`src/rtl/mem_ctrl.sv`:
```
// rtl/mem_ctrl.sv - byte-serial memory controller for instruction fetch and load/store
//
// Purpose: serialises one fetch or load/store at a time onto a byte-wide RAM.
// Loads/stores take priority over fetches; a branch flush cancels an in-flight fetch.
//
// Ports:
//   clk, rst          clock, asynchronous active-high reset
//   rdy               global ready; 0 freezes all state
//   if_req/if_addr    fetch request (always 4 bytes)
//   if_done/if_data   fetch completion pulse and instruction word
//   mem_req/mem_we    load/store request, 1 = store
//   mem_addr/mem_len  byte address, size (00=1, 01=2, 1x=4 bytes)
//   mem_wdata         store data
//   mem_done          load/store completion pulse
//   mem_rdata         zero-extended load data
//   branch_flush      cancels an in-flight fetch
//   ram_addr/ram_wr   registered RAM address and write strobe
//   ram_dout/ram_din  RAM write byte / read byte (one cycle latency)

module mem_ctrl (
   input  logic        clk,
   input  logic        rst,
   input  logic        rdy,
   input  logic        if_req,
   input  logic [31:0] if_addr,
   output logic        if_done,
   output logic [31:0] if_data,
   input  logic        mem_req,
   input  logic        mem_we,
   input  logic [31:0] mem_addr,
   input  logic [1:0]  mem_len,
   input  logic [31:0] mem_wdata,
   output logic        mem_done,
   output logic [31:0] mem_rdata,
   input  logic        branch_flush,
   output logic [31:0] ram_addr,
   output logic        ram_wr,
   output logic [7:0]  ram_dout,
   input  logic [7:0]  ram_din
);

   localparam logic [1:0] IDLE   = 2'd0;
   localparam logic [1:0] IF_RD  = 2'd1;
   localparam logic [1:0] MEM_RD = 2'd2;
   localparam logic [1:0] MEM_WR = 2'd3;

   logic [1:0]  state;
   logic [2:0]  cnt;        // cycles spent in the current transaction
   logic [2:0]  nbytes;
   logic [31:0] base_addr;
   logic [23:0] wdata_q;    // store bytes still to be sent, lowest first
   logic [31:0] rd_buf;

   logic        can_accept;
   logic        accept_mem;
   logic        accept_if;
   logic [2:0]  mem_nbytes;
   logic [31:0] addr_next;
   logic [31:0] rd_next;

   // A done pulse is still visible while the FSM is idle; nothing may be
   // accepted in that cycle because the requester releases req on the same edge.
   assign can_accept = (state == IDLE) && !if_done && !mem_done;
   assign accept_mem = can_accept && mem_req;
   assign accept_if  = can_accept && !mem_req && if_req && !branch_flush;

   assign mem_nbytes = (mem_len == 2'b00) ? 3'd1 :
                       (mem_len == 2'b01) ? 3'd2 : 3'd4;

   assign addr_next = base_addr + {29'd0, cnt + 3'd1};

   // ram_din in cycle cnt carries the byte addressed in cycle cnt-1.
   always_comb begin
      rd_next = rd_buf;
      case (cnt)
         3'd1:    rd_next[7:0]   = ram_din;
         3'd2:    rd_next[15:8]  = ram_din;
         3'd3:    rd_next[23:16] = ram_din;
         3'd4:    rd_next[31:24] = ram_din;
         default: rd_next = rd_buf;
      endcase
   end

   always_ff @(posedge clk or posedge rst) begin
      if (rst) begin
         state     <= IDLE;
         cnt       <= 3'd0;
         nbytes    <= 3'd0;
         base_addr <= 32'd0;
         wdata_q   <= 24'd0;
         rd_buf    <= 32'd0;
         if_done   <= 1'b0;
         if_data   <= 32'd0;
         mem_done  <= 1'b0;
         mem_rdata <= 32'd0;
         ram_addr  <= 32'd0;
         ram_wr    <= 1'b0;
         ram_dout  <= 8'd0;
      end else if (rdy) begin
         if_done  <= 1'b0;
         mem_done <= 1'b0;
         case (state)
            IDLE: begin
               if (accept_mem) begin
                  base_addr <= mem_addr;
                  ram_addr  <= mem_addr;
                  nbytes    <= mem_nbytes;
                  cnt       <= 3'd0;
                  rd_buf    <= 32'd0;
                  if (mem_we) begin
                     state    <= MEM_WR;
                     ram_wr   <= 1'b1;
                     ram_dout <= mem_wdata[7:0];
                     wdata_q  <= mem_wdata[31:8];
                  end else begin
                     state <= MEM_RD;
                  end
               end else if (accept_if) begin
                  base_addr <= if_addr;
                  ram_addr  <= if_addr;
                  nbytes    <= 3'd4;
                  cnt       <= 3'd0;
                  rd_buf    <= 32'd0;
                  state     <= IF_RD;
               end
            end
            IF_RD, MEM_RD: begin
               if (state == IF_RD && branch_flush) begin
                  state    <= IDLE;
                  ram_addr <= 32'd0;
                  cnt      <= 3'd0;
               end else begin
                  if (cnt != 3'd0)
                     rd_buf <= rd_next;
                  if (cnt == nbytes) begin
                     state    <= IDLE;
                     ram_addr <= 32'd0;
                     cnt      <= 3'd0;
                     if (state == IF_RD) begin
                        if_done <= 1'b1;
                        if_data <= rd_next;
                     end else begin
                        mem_done  <= 1'b1;
                        mem_rdata <= rd_next;
                     end
                  end else begin
                     cnt <= cnt + 3'd1;
                     // Last address stays on the bus while its byte returns.
                     if (cnt + 3'd1 < nbytes)
                        ram_addr <= addr_next;
                  end
               end
            end
            MEM_WR: begin
               if (cnt == nbytes - 3'd1) begin
                  state    <= IDLE;
                  ram_wr   <= 1'b0;
                  ram_addr <= 32'd0;
                  ram_dout <= 8'd0;
                  cnt      <= 3'd0;
                  mem_done <= 1'b1;
               end else begin
                  cnt      <= cnt + 3'd1;
                  ram_addr <= addr_next;
                  ram_dout <= wdata_q[7:0];
                  wdata_q  <= {8'd0, wdata_q[23:8]};
               end
            end
            default: begin
               state <= IDLE;
            end
         endcase
      end
   end

endmodule

```
`config.mk`:
```
export PLATFORM = sky130hd
export DESIGN_NAME = mem_ctrl
export DESIGN_NICKNAME = d
export VERILOG_FILES = /design/src/rtl/mem_ctrl.sv
export SDC_FILE = /design/constraint.sdc
export NUM_CORES = 1
export LEC_CHECK = 0
export ABC_AREA = 0
export BUFFER_PORTS_ARGS = -buffer_cell sky130_fd_sc_hd__buf_2
export CAP_MARGIN = 20
export CORE_MARGIN = 1
export CORE_UTILIZATION = 51
export CTS_BUF_LIST = sky130_fd_sc_hd__clkbuf_4 sky130_fd_sc_hd__clkbuf_8
export CTS_CLUSTER_DIAMETER = 80
export DETAILED_ROUTE_END_ITERATION = 8
export GPL_TIMING_DRIVEN = 0
export PLACE_DENSITY = 0.88
export SLEW_MARGIN = 20
export SYNTH_ARGS = -nofsm -noshare
export SYNTH_HDL_FRONTEND = slang
export SYNTH_SLANG_ARGS = --single-unit
export TNS_END_PERCENT = 20
```
`constraint.sdc`:
```
create_clock -name clk -period 5.8 [get_ports clk]
set_input_delay 0.58 -clock clk [delete_from_list [all_inputs] [get_ports clk]]
set_output_delay 0.58 -clock clk [all_outputs]
set_load 0.02 [all_outputs]
```
==> impl_metrics.tcl, run 1 <==
set metrics [dict create \
    syn_area_per_cell_um2 9.65 \
    fin_nets 1405 \
    finalCriticalPeriod_ps 3290 \
    rows 50 \
    worst-slew-pin-transition_ps 1090 \
    tns_ps 0 \
    cts_resized 0 \
    portBuffers 219 \
    worst_setup_path_start_kind "register" \
    worstSetupPathType "reg -> reg" \
    numCtsBuffers 35 \
    cp_max_fo 6 \
    outcome "complete, no violations" \
    final_common_cell "buf_2" \
    synth_cell_type_count 56 \
    ioPinCount 220 \
    vias_per_cell 5.70 \
    r2r-end "ram_addr[31]$_DFFE_PP0P_" \
    hold_ws_ps 81.4 \
    synth_fp_nets 1143 \
    setup_viol 0 \
    required_ps 6200 \
    fillCellCount 1504 \
    drtIter0Drc 573 \
    antenna_cells 0 \
    mostFrequentLayoutCells "buf_2 (235), dfrtp_1 (203), nand2_1 (172)" \
    ir_worst_vdd_uv 293 \
    cpPeakStageDelay_ps 940 \
    drt_wl_total_mm 26.8 \
    antenna_found_initial 0 \
    vias 8748 \
    drt.antenna.violating_nets 0 \
    start_util_pct 52.1 \
    drt_drc_violations_left 0 \
    multi_input_area_mm2 0.00433 \
    hp-class "in -> async" \
    clkTransAtPathRegs_ps 60 \
    post_cts_buffers 0 \
    gp_congestion 0.881 \
    ys_ff_latch 203 \
    end_kind "register" \
    hpwl_mm 19.5 \
    clock_sinks 203 \
    htreeDepth 2 \
    p_leak_nw 5.75 \
    async_flop_share_pct 100 \
    path_buf_inv 1 \
    rr_startpoint "cnt[1]$_DFFE_PP0P_" \
    ys_warn_count 0 \
    synthCells 1013 \
    grt_max_degree 36 \
    path_cells "ha_1, ha_1, inv_1, ha_1, nand3_1, a211oi_1, nand4_1, xor2_1, o22ai_1" \
    core-area_mm2 0.0188 \
    slew-limit-headroom_pct 26.9 \
    die_h_um 140 \
    regToRegSetupSlack_ps 2510 \
    areaGrowthSynthToFinish_pct 23.1 \
    die_area_mm2 0.0197 \
    gr-total-overflow 0 \
    crit_top_cell "ha_1" \
    place_area_mm2 0.0113 \
    syn_area_mm2 0.00977 \
    power.total_mw 5.93 \
    skew_ps 14.0 \
    wl_per_cell_um 17.5 \
    cts_hold_repair.buffers 0 \
    drv_slew 0 \
    synth_enable_flop_cells 0 \
    grt_usage_pct 27.4 \
    fin_area_mm2 0.0120 \
    dieWidth_um 140 \
    finalHoldViolations 0 \
    ys_seq_area_share_pct 52.0 \
    cp_slowest_cell "a211oi_1" \
    fin_crit_sh_pct 56.7 \
    ys.flop_type "dfrtp_1" \
    rsz0062_at_grt "no" \
    cts_tree "done" \
    final_layout_size_suffix_gt1_share_pct 24.5 \
    grt_pass1_vias 8358 \
    grt_pass1_wl_mm 42.7 \
    cp.arrival_ps 3690 \
    path_delay_family "compound AO/OA/AOI/OAI gates" \
    ff_latch_area_mm2 0.00508 \
    power.density_mw_per_mm2 493 \
    clk_latency_ps 530 \
    maxCapViolCount 0 \
    max_freq_ghz 0.304 \
    r2r_cells 9 \
    clockBufferDepth 3 \
    root_buffer "clkbuf_8" \
    first_pass_iters 5 \
]
## worst max path at each step
stage | from | to | slack, ps | cells past startpoint
finish | cnt[1]$_DFFE_PP0P_ | ram_addr[31]$_DFFE_PP0P_ | 2510 | 9
global route | cnt[1]$_DFFE_PP0P_ | ram_addr[29]$_DFFE_PP0P_ | 2420 | 9
CTS | cnt[1]$_DFFE_PP0P_ | ram_addr[31]$_DFFE_PP0P_ | 2650 | 9
detailed placement | cnt[1]$_DFFE_PP0P_ | ram_addr[31]$_DFFE_PP0P_ | 2670 | 9
global placement | rst | ram_addr[16]$_DFFE_PP0P_ | 1490 | 2
floorplan | rst | base_addr[0]$_DFFE_PP0P_ | 2590 | 1
## stage by stage
step | setup slack, ps | utilization (%) | instances
finish | 2510 | 64.1 | 1534
floorplan | 2590 | - | 1013
global placement | 1490 | 59.5 | 1466
CTS | 2650 | 64.1 | 1534
global route | 2420 | 64.1 | 1534
detailed placement | 2670 | 60.1 | 1472
## sequential cells by signal, summed over array words and instances, names as in the netlist
signal	cells
nbytes	3
cnt	3
ram_dout	8
base_addr	32
ram_addr	32
if_data	32
wdata_q	24
mem_done	1
mem_rdata	32
rd_buf	32
ram_wr	1
state	2
if_done	1
## cells by family (layout without fill, tap and decap cells)
kind of cell             Yosys count  in the layout  synth area share (%)
flip-flops                       203            203                  52.0
adder cells (fa/ha/maj)           17             17                  2.25
AO/OA/AOI/OAI                    269            269                  16.7
XOR/XNOR                          20             20                  1.95
multiplexers                      82             82                  8.40
AND/OR/NAND/NOR                  339            339                  15.0
buffers and inverters             83            370                  3.74
## power breakdown
| part | switching [mW] | total, mW | internal, mW | leakage [nW] |
|---|---|---|---|---|
| logic | 1.51 | 2.34 | 0.830 | 2.71 |
| registers | 0.343 | 2.22 | 1.88 | 2.65 |
| clock network | 0.586 | 1.36 | 0.773 | 0.399 |
| total | 2.44 | 5.93 | 3.48 | 5.75 |
## routing by layer
| layer | track usage [%] | wire length, um | up-vias |
|---|---|---|---|
| met1 | 35.2 | 11200 | 4196 |
| met3 | 4.31 | 1650 | 83 |
| li1 | - | - | 4080 |
| met4 | 13.7 | 1090 | 0 |
| met5 | 0 | 0 | - |
| met2 | 45.1 | 12900 | 389 |
## area by class of cell
| cell class | instances | area share [%] |
|---|---|---|
| Tap cell | 234 | 2.43 |
| Timing Repair Buffer | 225 | 10.1 |
| Inverter | 23 | 0.749 |
| Buffer | 60 | 2.32 |
| Clock buffer | 57 | 5.85 |
| Multi-Input combinational cell | 727 | 36.0 |
| Clock inverter | 5 | 0.323 |
| Sequential cell | 203 | 42.2 |
## synth_stat cells, types with 4 or more instances
cell type  instances  area, um2
dfrtp_1          203       5080
nand2_1          172        646
o21ai_0          141        706
nor2_1            88        330
mux2i_1           82        821
a21oi_1           47        235
clkbuf_1          37        139
o2bb2ai_1         32        280
nand3_1           23        115
inv_1             21       78.8
buf_2             16       80.1
ha_1              16        200
xor2_1            14        123
nor4_1            10       62.6
and3_1             9       56.3
nor3_1             8       40.0
nand4_1            7       43.8
o22ai_1            7       43.8
o31a_1             7       61.3
nor2b_1            5       31.3
o21ai_1            5       25.0
xnor2_1            5       43.8
a31oi_1            4       25.0
and4_1             4       35.0
buf_6              4       45.0
Note: power is estimated with default switching activity, not from simulation.
==> run 2: changes to the inputs <==
CORE_UTILIZATION = 56   (was 51)
PLACE_DENSITY = 0.91   (was 0.88)
clock period = 3.1 ns   (was 5.8 ns; I/O delays follow)
==> run 2 against run 1 <==
  * Clock power rose by 84%
  * Wire length up 0.48%
  * Register-to-register slack worse by 2400 ps
  * First-iteration DRC count increased by 29%
  * Global-route usage increased by 3.0 points
  * Via count increased by 1.5%
  * Worst hold slack got worse by 65 ps
  * Count of clock-buffer cells in the layout fell by 6
  * Fmax up 8.8%
  * Die area decreased by 8.8%
  * Largest power group unchanged
==> impl_metrics.tcl, run 2 (synthesis results as in run 1) <==
set metrics [dict create \
    antenna_cells 0 \
    path_cells "ha_1, ha_1, inv_1, ha_1, a21oi_1, a211o_1, buf_2, nor4_2, xnor2_1, o22ai_1" \
    hold_ws_ps 16.0 \
    cpPeakStageDelay_ps 450 \
    gp_congestion 0.906 \
    die_h_um 134 \
    areaGrowthSynthToFinish_pct 23.3 \
    fin_area_mm2 0.0120 \
    path_delay_family "adder cells" \
    die_area_mm2 0.0180 \
    hp-class "in -> reg" \
    r2r-end "ram_addr[25]$_DFFE_PP0P_" \
    clkTransAtPathRegs_ps 60 \
    ioPinCount 220 \
    root_buffer "clkbuf_8" \
    hpwl_mm 19.5 \
    setup_viol 0 \
    power.density_mw_per_mm2 918 \
    p_leak_nw 5.75 \
    crit_top_cell "ha_1" \
    dieWidth_um 134 \
    grt_pass1_wl_mm 43.1 \
    drv_slew 0 \
    drtIter0Drc 737 \
    worst_setup_path_start_kind "register" \
    first_pass_iters 6 \
    clk_latency_ps 540 \
    rr_startpoint "cnt[0]$_DFFE_PP0P_" \
    required_ps 3480 \
    grt_pass1_vias 8677 \
    max_freq_ghz 0.331 \
    cp_max_fo 10 \
    grt_usage_pct 30.3 \
    ir_worst_vdd_uv 555 \
    final_layout_size_suffix_gt1_share_pct 24.5 \
    antenna_found_initial 1 \
    drt_drc_violations_left 0 \
    place_area_mm2 0.0113 \
    power.total_mw 11.1 \
    wl_per_cell_um 17.8 \
    worstSetupPathType "reg -> reg" \
    regToRegSetupSlack_ps 80 \
    cp.arrival_ps 3400 \
    finalCriticalPeriod_ps 3020 \
    slew-limit-headroom_pct 50.1 \
    fin_nets 1406 \
    finalHoldViolations 0 \
    worst-slew-pin-transition_ps 743 \
    rows 47 \
    start_util_pct 58.1 \
    mostFrequentLayoutCells "buf_2 (235), dfrtp_1 (203), nand2_1 (172)" \
    cts_tree "done" \
    r2r_cells 10 \
    gr-total-overflow 0 \
    hp-start "mem_len[0]" \
    clock_sinks 203 \
    grt_max_degree 34 \
    numCtsBuffers 34 \
    path_buf_inv 2 \
    rsz0062_at_grt "yes" \
    clockBufferDepth 3 \
    core-area_mm2 0.0168 \
    end_kind "register" \
    skew_ps 37.7 \
    holdPathEnd "nbytes[1]$_DFFE_PP0P_" \
    hold_depth 2 \
    drt.antenna.violating_nets 0 \
    final_common_cell "buf_2" \
    post_cts_buffers 0 \
    htreeDepth 2 \
    portBuffers 219 \
    drt_wl_total_mm 27.0 \
    outcome "complete, no violations" \
    vias 8877 \
    maxCapViolCount 0 \
    cp_slowest_cell "dfrtp_1" \
    fin_crit_sh_pct 97.5 \
    vias_per_cell 5.85 \
]
## run 2: cell count changes in the layout (fill, tap and decap cells not counted), moves of 2 or more
cell / previous run / this run
buf_12: 6 / 4
buf_16: 0 / 3
clkbuf_4: 13 / 8
clkinvlp_4: 1 / 3
## run 2: final cells by class
cell class	count	area, um2
Buffer	60	279
Clock buffer	51	652
Clock inverter	7	68.8
Fill cell	1224	4770
Inverter	23	90.1
Multi-Input combinational cell	727	4340
Sequential cell	203	5080
Tap cell	220	275
Timing Repair Buffer	227	1270
## run 2: routing by layer
metal / routed length (um) / GRT usage (%)
met1: 10800 / 39.0
met2: 13100 / 49.9
met3: 2050 / 6.12
met4: 984 / 13.4
met5: 13 / 0
## run 2: worst reg2reg max path: cells and delay by family (launching register included)
family	cells	cell delay (ps)
buffers and inverters	2	280
AOI/OAI and AO/OA	3	710
DFF	1	450
xor gates and xnor gates	1	180
and+or+nand+nor	1	350
adders and majority gates	3	900
## run 2: how the worst max path moves through the flow
stage	startpoint	to	slack, ps	depth (start not counted)
after floorplan	rst	base_addr[0]$_DFFE_PP0P_	160	1
after global placement	rst	base_addr[18]$_DFFE_PP0P_	-940	2
after detailed placement	cnt[0]$_DFFE_PP0P_	ram_addr[13]$_DFFE_PP0P_	-50	9
after CTS	cnt[0]$_DFFE_PP0P_	ram_addr[25]$_DFFE_PP0P_	110	10
after global routing	cnt[0]$_DFFE_PP0P_	ram_addr[22]$_DFFE_PP0P_	-50	10
final	cnt[0]$_DFFE_PP0P_	ram_addr[25]$_DFFE_PP0P_	80	10
## run 2: power breakdown
| part | internal [mW] | switching, mW |
|---|---|---|
| clock | 1.43 | 1.07 |
| sequential | 3.51 | 0.635 |
| combinational | 1.57 | 2.85 |
| total | 6.52 | 4.55 |
## run 2: through the flow
stage	util, %	TNS, ps	cells	worst slack, ps
global route	71.6	-237	1518	-51.4
global placement	66.3	-187520	1452	-935
detailed placement	67.2	-107	1459	-54.4
floorplan	-	0	1013	160
CTS	71.6	0	1518	109
finish	71.6	0	1518	77.4
## run 2: repair_timing
item,4_1_cts,5_1_grt
pin swaps,0,0
resized for setup,1,1
endpoints found under the setup margin,6,5
hold endpoints to repair,20,0
hold buffers,1,0
==> run 3: changes to the inputs <==
--- a/config.mk
+++ b/config.mk
@@ -17,3 +17,4 @@
 export PLACE_DENSITY = 0.91
-export SLEW_MARGIN = 20
+export SKIP_CTS_REPAIR_TIMING = 1
+export SLEW_MARGIN = 15
 export SYNTH_ARGS = -nofsm -noshare
==> constraint.sdc (replaced) <==
create_clock -name clk -period 3.1 [get_ports clk]
set_input_delay 0.465 -clock clk [delete_from_list [all_inputs] [get_ports clk]]
set_output_delay 0.465 -clock clk [all_outputs]
set_load 0.02 [all_outputs]
==> run 3 against run 2 <==
  * Final cell count about the same
  * Worst setup slack lost 38 ps
  * Sequential share of layout area about the same
  * Critical endpoint unchanged
  * The flow now finishes with violations (negative hold slack)
  * Sequential power barely moved
  * Non-clock buffer count is 1 lower
  * Combinational power barely moved
  * Via count rose by 0.16%
  * Design area about the same
  * Highest routed layer unchanged
  * Critical path depth is the same
  * Clock power about the same
  * Total power barely moved
  * Count of clock-buffer cells in the layout did not move
==> impl_metrics.tcl, run 3 (synthesis results as in run 1) <==
set metrics [dict create \
    grt_usage_pct 30.3 \
    worst_setup_path_start_kind "register" \
    required_ps 3480 \
    grt_pass1_vias 8676 \
    drv_slew 0 \
    r2r-end "ram_addr[25]$_DFFE_PP0P_" \
    die_h_um 134 \
    wl_per_cell_um 17.7 \
    fin_crit_sh_pct 98.7 \
    areaGrowthSynthToFinish_pct 23.2 \
    numCtsBuffers 34 \
    rsz0062_at_grt "yes" \
    htreeDepth 2 \
    max_freq_ghz 0.327 \
    fin_nets 1405 \
    power.density_mw_per_mm2 919 \
    clockBufferDepth 3 \
    ir_worst_vdd_uv 555 \
    first_pass_iters 5 \
    cpPeakStageDelay_ps 460 \
    startpoint "cnt[0]$_DFFE_PP0P_" \
    cp_slowest_cell "dfrtp_1" \
    start_util_pct 58.1 \
    cp_max_fo 10 \
    fillCellCount 1225 \
    drt_wl_total_mm 26.9 \
    tns_ps 0 \
    violations "negative hold slack" \
    regToRegSetupSlack_ps 40 \
    p_leak_nw 5.75 \
    cp.arrival_ps 3450 \
    grt_max_degree 34 \
    clk_latency_ps 540 \
    antenna_cells 0 \
    dp_slack_ps -54.4 \
    antenna_found_initial 1 \
    gp_congestion 0.906 \
    fin_util_pct 71.6 \
    drtIter0Drc 815 \
    crit_cells 10 \
    vias 8891 \
    ioPinCount 220 \
    die_area_mm2 0.0180 \
    gr-total-overflow 0 \
    r2r_cells 10 \
    root_buffer "clkbuf_8" \
    clock_sinks 203 \
    crit_top_cell "ha_1" \
    worstSetupPathType "reg -> reg" \
    slew-limit-headroom_pct 49.5 \
    setup_viol 0 \
    setup_ws_ps 38.9 \
    path_delay_family "adder cells" \
    final_common_cell "buf_2" \
    outcome "complete, but fails checks" \
    skew_ps 40.0 \
    final_layout_size_suffix_gt1_share_pct 24.5 \
    portBuffers 219 \
    drt_drc_violations_left 0 \
    crit_path_end "ram_addr[25]$_DFFE_PP0P_" \
    cts_tree "done" \
    rows 47 \
    hold_ws_ps -15.1 \
    path_buf_inv 2 \
    finalCriticalPeriod_ps 3060 \
    hp-class "in -> async" \
    grt_pass1_wl_mm 43.0 \
    drt.antenna.violating_nets 0 \
    maxCapViolCount 0 \
    end_kind "register" \
    hpwl_mm 19.5 \
    rr_startpoint "cnt[0]$_DFFE_PP0P_" \
    path_cells "ha_1, ha_1, inv_1, ha_1, a21oi_1, a211o_1, buf_2, nor4_2, xnor2_1, o22ai_1" \
    mostFrequentLayoutCells "buf_2 (235), dfrtp_1 (203), nand2_1 (172)" \
    worst-slew-pin-transition_ps 752 \
    clkTransAtPathRegs_ps 60 \
    vias_per_cell 5.86 \
    power.total_mw 11.1 \
    dieWidth_um 134 \
    core-area_mm2 0.0168 \
    finalHoldViolations 20 \
]
run 3: cell count changes in the layout (fill, tap and decap cells not counted), sizes merged:
cell,change
dlygate4sd3,-1
run 3: how the worst min path moves through the flow:
stage                                        from                      end  slack (ps)  cells after the start
after floorplan           wdata_q[16]$_DFFE_PP0P_  wdata_q[16]$_DFFE_PP0P_         440                      2
after global placement    wdata_q[19]$_DFFE_PP0P_  wdata_q[19]$_DFFE_PP0P_         450                      2
after detailed placement  wdata_q[19]$_DFFE_PP0P_  wdata_q[19]$_DFFE_PP0P_         460                      2
after CTS                                     rst  if_data[29]$_DFFE_PP0P_         -10                      2
after global routing                          rst  if_data[29]$_DFFE_PP0P_          10                      2
final                                         rst  if_data[29]$_DFFE_PP0P_         -20                      2
run 3: metrics by stage:
step	instances	cell area, um2
finish	1517	12000
global route	1517	12000
CTS	1517	12000
detailed placement	1459	11300
global placement	1452	11100
floorplan	1013	9770
run 3: final cells by class:
cell class	count	area, um2	area share (%)
multi-input cells	727	4340	36.0
plain buffers	60	279	2.32
clock inverters	7	68.8	0.572
repair buffers	226	1260	10.5
inverters	23	90.1	0.748
clock buffers	51	652	5.41
well taps	220	275	2.29
flip-flops and latches	203	5080	42.2
run 3: per-layer routing:
layer  vias to the layer above  wire, um  global-route usage, %  part of all wire, %
met1                      4268     10700                   38.9                   40
met2                       458     13100                   49.8                   49
li1                       4071         -                      -                    -
met3                        92      2100                   6.12                  7.8
met5                         -        13                      0                0.048
met4                         2       980                   13.4                  3.6
run 3: power by group:
part	leakage (nW)	total (mW)	internal (mW)	switching (mW)
sequential	2.65	4.15	3.51	0.635
clock	0.377	2.51	1.43	1.08
combinational	2.73	4.41	1.57	2.84
